File: config.mk
export PLATFORM = sky130hd
export DESIGN_NAME = philv_ctrl_fsm
export DESIGN_NICKNAME = d
export VERILOG_FILES = /design/src/rtl/philv_ctrl_fsm.sv
export SDC_FILE = /design/constraint.sdc
export NUM_CORES = 1
export LEC_CHECK = 0
export CAP_MARGIN = 20
export CORE_ASPECT_RATIO = 1.4
export CORE_UTILIZATION = 50
export DETAILED_ROUTE_END_ITERATION = 8
export HOLD_SLACK_MARGIN = 0.06
export PLACE_DENSITY_LB_ADDON = 0.15
export SLEW_MARGIN = 10
export SYNTH_ARGS = -nofsm -noshare
export SYNTH_HDL_FRONTEND = slang
export SYNTH_SLANG_ARGS = --single-unit
File: constraint.sdc
create_clock -name clk_i -period 5.35 [get_ports clk_i]
set_clock_uncertainty 0.1 [all_clocks]
set_input_delay 1.07 -clock clk_i [delete_from_list [all_inputs] [get_ports clk_i]]
set_output_delay 1.07 -clock clk_i [all_outputs]
set_load 0.05 [all_outputs]
File: src/rtl/philv_ctrl_fsm.sv
// Multi-cycle control FSM for the PhilosophyV core: sequences fetch/decode/execute/memory/writeback
// over a shared ALU, register file and unified memory port, and counts retired instructions.
module philv_ctrl_fsm #(
  parameter int unsigned N = 32
) (
  input  logic         clk_i,
  input  logic         rst_i,
  input  logic [6:0]   opcode_i,
  input  logic [2:0]   funct3_i,
  input  logic         br_eq_i,
  input  logic         br_lt_i,
  input  logic         mem_ready_i,
  output logic         controlOverride_o,
  output logic         ir_we_o,
  output logic         oldpc_we_o,
  output logic         pc_we_o,
  output logic         aluout_we_o,
  output logic         rf_we_o,
  output logic [1:0]   pc_src_o,
  output logic [1:0]   alu_a_sel_o,
  output logic [1:0]   alu_b_sel_o,
  output logic         mem_req_o,
  output logic         mem_we_o,
  output logic         mem_addr_sel_o,
  output logic [1:0]   wb_sel_o,
  output logic         halted_o,
  output logic [N-1:0] instret_o,
  output logic [3:0]   state_o
);

  typedef enum logic [3:0] {
    S_RESET   = 4'd0,
    S_FETCH   = 4'd1,
    S_DECODE  = 4'd2,
    S_EXECUTE = 4'd3,
    S_MEM     = 4'd4,
    S_WB      = 4'd5,
    S_BRTGT   = 4'd6,
    S_JUMP    = 4'd7,
    S_HALT    = 4'd8
  } state_e;

  localparam logic [6:0] OP_REG    = 7'b0110011;
  localparam logic [6:0] OP_IMM    = 7'b0010011;
  localparam logic [6:0] OP_LOAD   = 7'b0000011;
  localparam logic [6:0] OP_STORE  = 7'b0100011;
  localparam logic [6:0] OP_BRANCH = 7'b1100011;
  localparam logic [6:0] OP_JAL    = 7'b1101111;
  localparam logic [6:0] OP_JALR   = 7'b1100111;

  state_e         state_q, state_d;
  logic [N-1:0]   instret_q, instret_d;
  logic           legal_s;
  logic           retire_s;

  function automatic logic branch_taken(input logic [2:0] f3, input logic eq, input logic lt);
    case (f3)
      3'b000:  return eq;
      3'b001:  return !eq;
      3'b100:  return lt;
      3'b101:  return !lt;
      3'b110:  return lt;
      3'b111:  return !lt;
      default: return 1'b0;
    endcase
  endfunction

  assign legal_s = (opcode_i == OP_REG)   || (opcode_i == OP_IMM)    ||
                   (opcode_i == OP_LOAD)  || (opcode_i == OP_STORE)  ||
                   (opcode_i == OP_BRANCH)|| (opcode_i == OP_JAL)    ||
                   (opcode_i == OP_JALR);

  // State and retired-instruction counter registers
  always_ff @(posedge clk_i) begin
    if (rst_i) begin
      state_q   <= S_RESET;
      instret_q <= '0;
    end else begin
      state_q   <= state_d;
      instret_q <= instret_d;
    end
  end

  // Next-state logic and retirement detection
  always_comb begin
    state_d = state_q;
    case (state_q)
      S_RESET:   state_d = S_FETCH;
      S_FETCH:   state_d = mem_ready_i ? S_DECODE : S_FETCH;
      S_DECODE:  state_d = legal_s ? S_EXECUTE : S_HALT;
      S_EXECUTE: begin
        case (opcode_i)
          OP_REG, OP_IMM:    state_d = S_WB;
          OP_LOAD, OP_STORE: state_d = S_MEM;
          OP_BRANCH:         state_d = branch_taken(funct3_i, br_eq_i, br_lt_i) ? S_BRTGT : S_FETCH;
          OP_JAL, OP_JALR:   state_d = S_JUMP;
          default:           state_d = S_HALT;
        endcase
      end
      S_MEM: begin
        if (mem_ready_i) begin
          state_d = (opcode_i == OP_LOAD) ? S_WB : S_FETCH;
        end else begin
          state_d = S_MEM;
        end
      end
      S_WB, S_BRTGT, S_JUMP: state_d = S_FETCH;
      S_HALT:    state_d = S_HALT;
      default:   state_d = S_RESET;
    endcase
    // An instruction retires whenever control returns to FETCH, except the first FETCH after reset
    retire_s  = (state_q != S_RESET) && (state_q != S_FETCH) && (state_d == S_FETCH);
    instret_d = retire_s ? (instret_q + N'(1)) : instret_q;
  end

  // Output decode from current state
  always_comb begin
    controlOverride_o = 1'b0;
    ir_we_o           = 1'b0;
    oldpc_we_o        = 1'b0;
    pc_we_o           = 1'b0;
    aluout_we_o       = 1'b0;
    rf_we_o           = 1'b0;
    pc_src_o          = 2'd0;
    alu_a_sel_o       = 2'd0;
    alu_b_sel_o       = 2'd0;
    mem_req_o         = 1'b0;
    mem_we_o          = 1'b0;
    mem_addr_sel_o    = 1'b0;
    wb_sel_o          = 2'd0;
    halted_o          = 1'b0;
    case (state_q)
      S_FETCH: begin
        mem_req_o         = 1'b1;
        alu_b_sel_o       = 2'd2;
        controlOverride_o = 1'b1;
        ir_we_o           = mem_ready_i;
        oldpc_we_o        = mem_ready_i;
        pc_we_o           = mem_ready_i;
      end
      S_EXECUTE: begin
        case (opcode_i)
          OP_REG: begin
            alu_a_sel_o = 2'd2;
            aluout_we_o = 1'b1;
          end
          OP_IMM: begin
            alu_a_sel_o = 2'd2;
            alu_b_sel_o = 2'd1;
            aluout_we_o = 1'b1;
          end
          OP_LOAD, OP_STORE, OP_JALR: begin
            alu_a_sel_o       = 2'd2;
            alu_b_sel_o       = 2'd1;
            controlOverride_o = 1'b1;
            aluout_we_o       = 1'b1;
          end
          OP_BRANCH: alu_a_sel_o = 2'd2;
          OP_JAL: begin
            alu_a_sel_o       = 2'd1;
            alu_b_sel_o       = 2'd1;
            controlOverride_o = 1'b1;
            aluout_we_o       = 1'b1;
          end
          default: alu_a_sel_o = 2'd0;
        endcase
      end
      S_MEM: begin
        mem_req_o      = 1'b1;
        mem_addr_sel_o = 1'b1;
        mem_we_o       = (opcode_i == OP_STORE);
      end
      S_WB: begin
        rf_we_o  = 1'b1;
        wb_sel_o = (opcode_i == OP_LOAD) ? 2'd1 : 2'd0;
      end
      S_BRTGT: begin
        alu_a_sel_o       = 2'd1;
        alu_b_sel_o       = 2'd1;
        controlOverride_o = 1'b1;
        pc_we_o           = 1'b1;
      end
      // The link value is the PC, which already holds OLDPC+4 from FETCH
      S_JUMP: begin
        rf_we_o  = 1'b1;
        wb_sel_o = 2'd2;
        pc_we_o  = 1'b1;
        pc_src_o = (opcode_i == OP_JAL) ? 2'd1 : 2'd2;
      end
      S_HALT:  halted_o = 1'b1;
      default: halted_o = 1'b0;
    endcase
  end

  assign instret_o = instret_q;
  assign state_o   = state_q;

endmodule

==> qor.csv <==
metric,value,unit
status,"complete, but fails checks",
failing checks,DRC,
Final Instance Area,2880,sq um
Synth area leaders,"dfxtp_1 (34%), a21oi_1 (8.3%), or3_1 (5.0%), o21ai_0 (3.6%), o31ai_1 (3.6%)",
cts bufs inserted,5,
core area,3990,sq um
Peak supply drop,0.188,mV
CP top delay family,buffers and inverters,
Final Cycle Share,0.881,
Final Hold Viols,0,
R2R Setup Slk,2.02,ns
Multi-input gate area,1270,sq um
Diodes inserted,0,
final setup TNS,0,ns
Die Y,78.9,microns
"Setup violations, final",0,
Synth Cell Area,2110,sq um
Worst-path clk slew,0.07,ns
cell depth of the worst setup path,7,
initial core utilization,0.530,
Slew Limit Fails,0,
crit path to,alu_b_sel_o[0],
die width,56.9,microns
GRT overflow,0,
H-tree depth,2,
vias per cell,5.95,
"commonest non-fill, non-tap cell in the layout",clkdlybuf4s50_1,
Critical R2R Capture,instret_o[11]$_SDFFE_PP0P_,
PortBufs,68,
post-cts gate resize count,0,
IO Pins,69,
synth unique cells,50,
post-synthesis net count,283,
1st-iter DRT viols,112,
critical path class,input pin to output port,
RSZ-0062 raised after global routing,false,
Post-DRT Antenna Nets,0,
Residual DRC,14,
startpoint types,input pin,
Pwr Density,194,nW/um^2
"Clk Latency, worst-skew pair",0.29,ns
reg-to-reg startpoint,state_o[1]$_SDFF_PP0_,
Slew Limit Headroom,0.480,
via count,2218,
prevailing post-synth register cell,dfxtp_1,
cts hold-fix bufs,0,
deepest clock path buffer count,2,
"Arr. time, crit path",3.54,ns
layout cells sized above 1,0.0667,
initial antenna violation count,0,
Routed WL per cell,14.0,microns
synthesis-to-finish area growth,36.5,%
Total Die Area,4490,sq um
Leak,0.910,nW
most frequent cells in the layout,"clkdlybuf4s50_1 (68), dfxtp_1 (36), a21oi_1 (35)",
Synth top area share,0.341,
#FFs+latches synth,36,
Synth warnings,0,
number of global-route vias before repair,2020,
Post-Synthesis Cells,267,
sequential element share of the synthesized area,0.341,
Area after DPL,2790,sq um
slowest CP cell,clkdlybuf4s50_1,
Final #Nets,345,
Post-synth EDFFs,0,
Min-Delay Startpoint,instret_o[31]$_SDFFE_PP0P_,
Worst Path Buf+Inv,2,
Worst R2R Path Depth,8,
max-cap viol count,0,
"Async S/R FF share, synth",0,
Worst Path Max Fanout,7,
clock root cell,clkbuf_8,
leading area contributor after synthesis,dfxtp_1,
total clock sinks,36,
Rows,27,
DP HPWL,3830,microns
FF/Latch Area,721,sq um
CP endpoint kind,output port,
Fillers,337,
"Setup Fix Bufs, Post-CTS",0,
CP max stage delay,0.81,ns
CTS tree,built,
WL final,5230,microns
WP data required,4.18,ns
GRT Total Usage,0.244,
crit-path cells,clkdlybuf4s50_1 -> or3_1 -> or2_1 -> a21oi_1 -> o21ai_0 -> a21oi_1 -> clkdlybuf4s50_1,
first-pass GRT wire length,8630,microns
hold crit path type,flop to flop,
Worst-Margin Slew,0.777,ns
Final Critical Period,4.71,ns
Syn Area/Cell,7.91,sq um
largest net degree at the start of global routing,38,
FMAX,212,MHz
Pre-Repair DR Iteration Count,7,
Critical Path Source,opcode_i[3],
routability cong.,0.931,
[metal layers]
layer | global-route usage | share of wire | vias up
li1 | - | - | 1115
met1 | 0.259 | 0.41 | 1041
met4 | 0.110 | 0.017 | 0
met2 | 0.446 | 0.52 | 56
met3 | 0.0603 | 0.056 | 6
met5 | 0 | 0 | -
[where the power goes]
group,internal [W],switching (W)
clock,0.000105,0.0000951
combinational,0.0000336,0.0000515
sequential,0.000270,0.00000552
total,0.000408,0.000152
[worst reg2reg max path, delay by kind of cell, from the launching register on]
kind            cells  cell delay (ns)
compound gates      2             0.31
buf+inv             1             0.43
flops               1             0.63
simple gates        5             1.79
[layout make-up]
type                       instances  area share
clock buffer                       7      0.0299
inverter                          12      0.0156
timing repair buffer              70       0.241
sequential                        36       0.250
tap                               43      0.0187
clock inverter                     1     0.00260
multi-input combinational        204       0.442
[how the worst min path moves through the flow]
stage / cells after the start / slack, ns / endpoint
detailed placement: 2 / 0.38 / instret_o[31]$_SDFFE_PP0P_
global placement: 2 / 0.37 / instret_o[31]$_SDFFE_PP0P_
global route: 2 / 0.42 / instret_o[31]$_SDFFE_PP0P_
floorplan: 2 / 0.61 / instret_o[31]$_SDFFE_PP0P_
CTS: 2 / 0.40 / instret_o[31]$_SDFFE_PP0P_
finish: 2 / 0.39 / instret_o[31]$_SDFFE_PP0P_
[state kept, by name, indices dropped and copies added (netlist names)]
name       flops
state_o        4
instret_o     32
[cells in the mapped netlist, types with 2 or more instances]
library cell  instances
dfxtp_1              36
a21oi_1              35
nor2_1               19
or3_1                17
nand2_1              16
o21ai_0              15
inv_1                12
nand3_1              12
o31ai_1              10
or4_1                10
and3_1                9
nand4_1               9
buf_2                 7
clkbuf_1              4
nand2b_1              4
or2_2                 4
nor3_1                3
xnor2_1               3
xor2_1                3
a221oi_1              2
and2_1                2
buf_1                 2
buf_4                 2
nor2b_1               2
nor4_2                2
or2_1                 2
or3b_1                2
[through the flow]
step / cells / util / hold WS (ns) / setup slack [ns] / power, W
after detailed placement: 365 / 0.700 / 0.376 / 0.642 / 0.000366
after global routing: 373 / 0.723 / 0.419 / 0.535 / 0.000581
after floorplan: 267 / - / 0.606 / 0.537 / 0.000335
after CTS: 373 / 0.723 / 0.399 / 0.634 / 0.000564
final: 373 / 0.723 / 0.394 / 0.638 / 0.000560
after global placement: 365 / 0.700 / 0.367 / 0.655 / 0.000366
[logic make-up (layout without fill, tap and decap cells)]
kind of cell,count (synthesis),in the layout,synth area share
mux,2,2,0.0101
buf+inv,27,90,0.0556
flops,36,36,0.341
fa+ha+maj,1,1,0.00592
xor+xnor,6,6,0.0249
compound gates,74,74,0.223
simple gates,121,121,0.340
(Power assumes the default switching activity.)
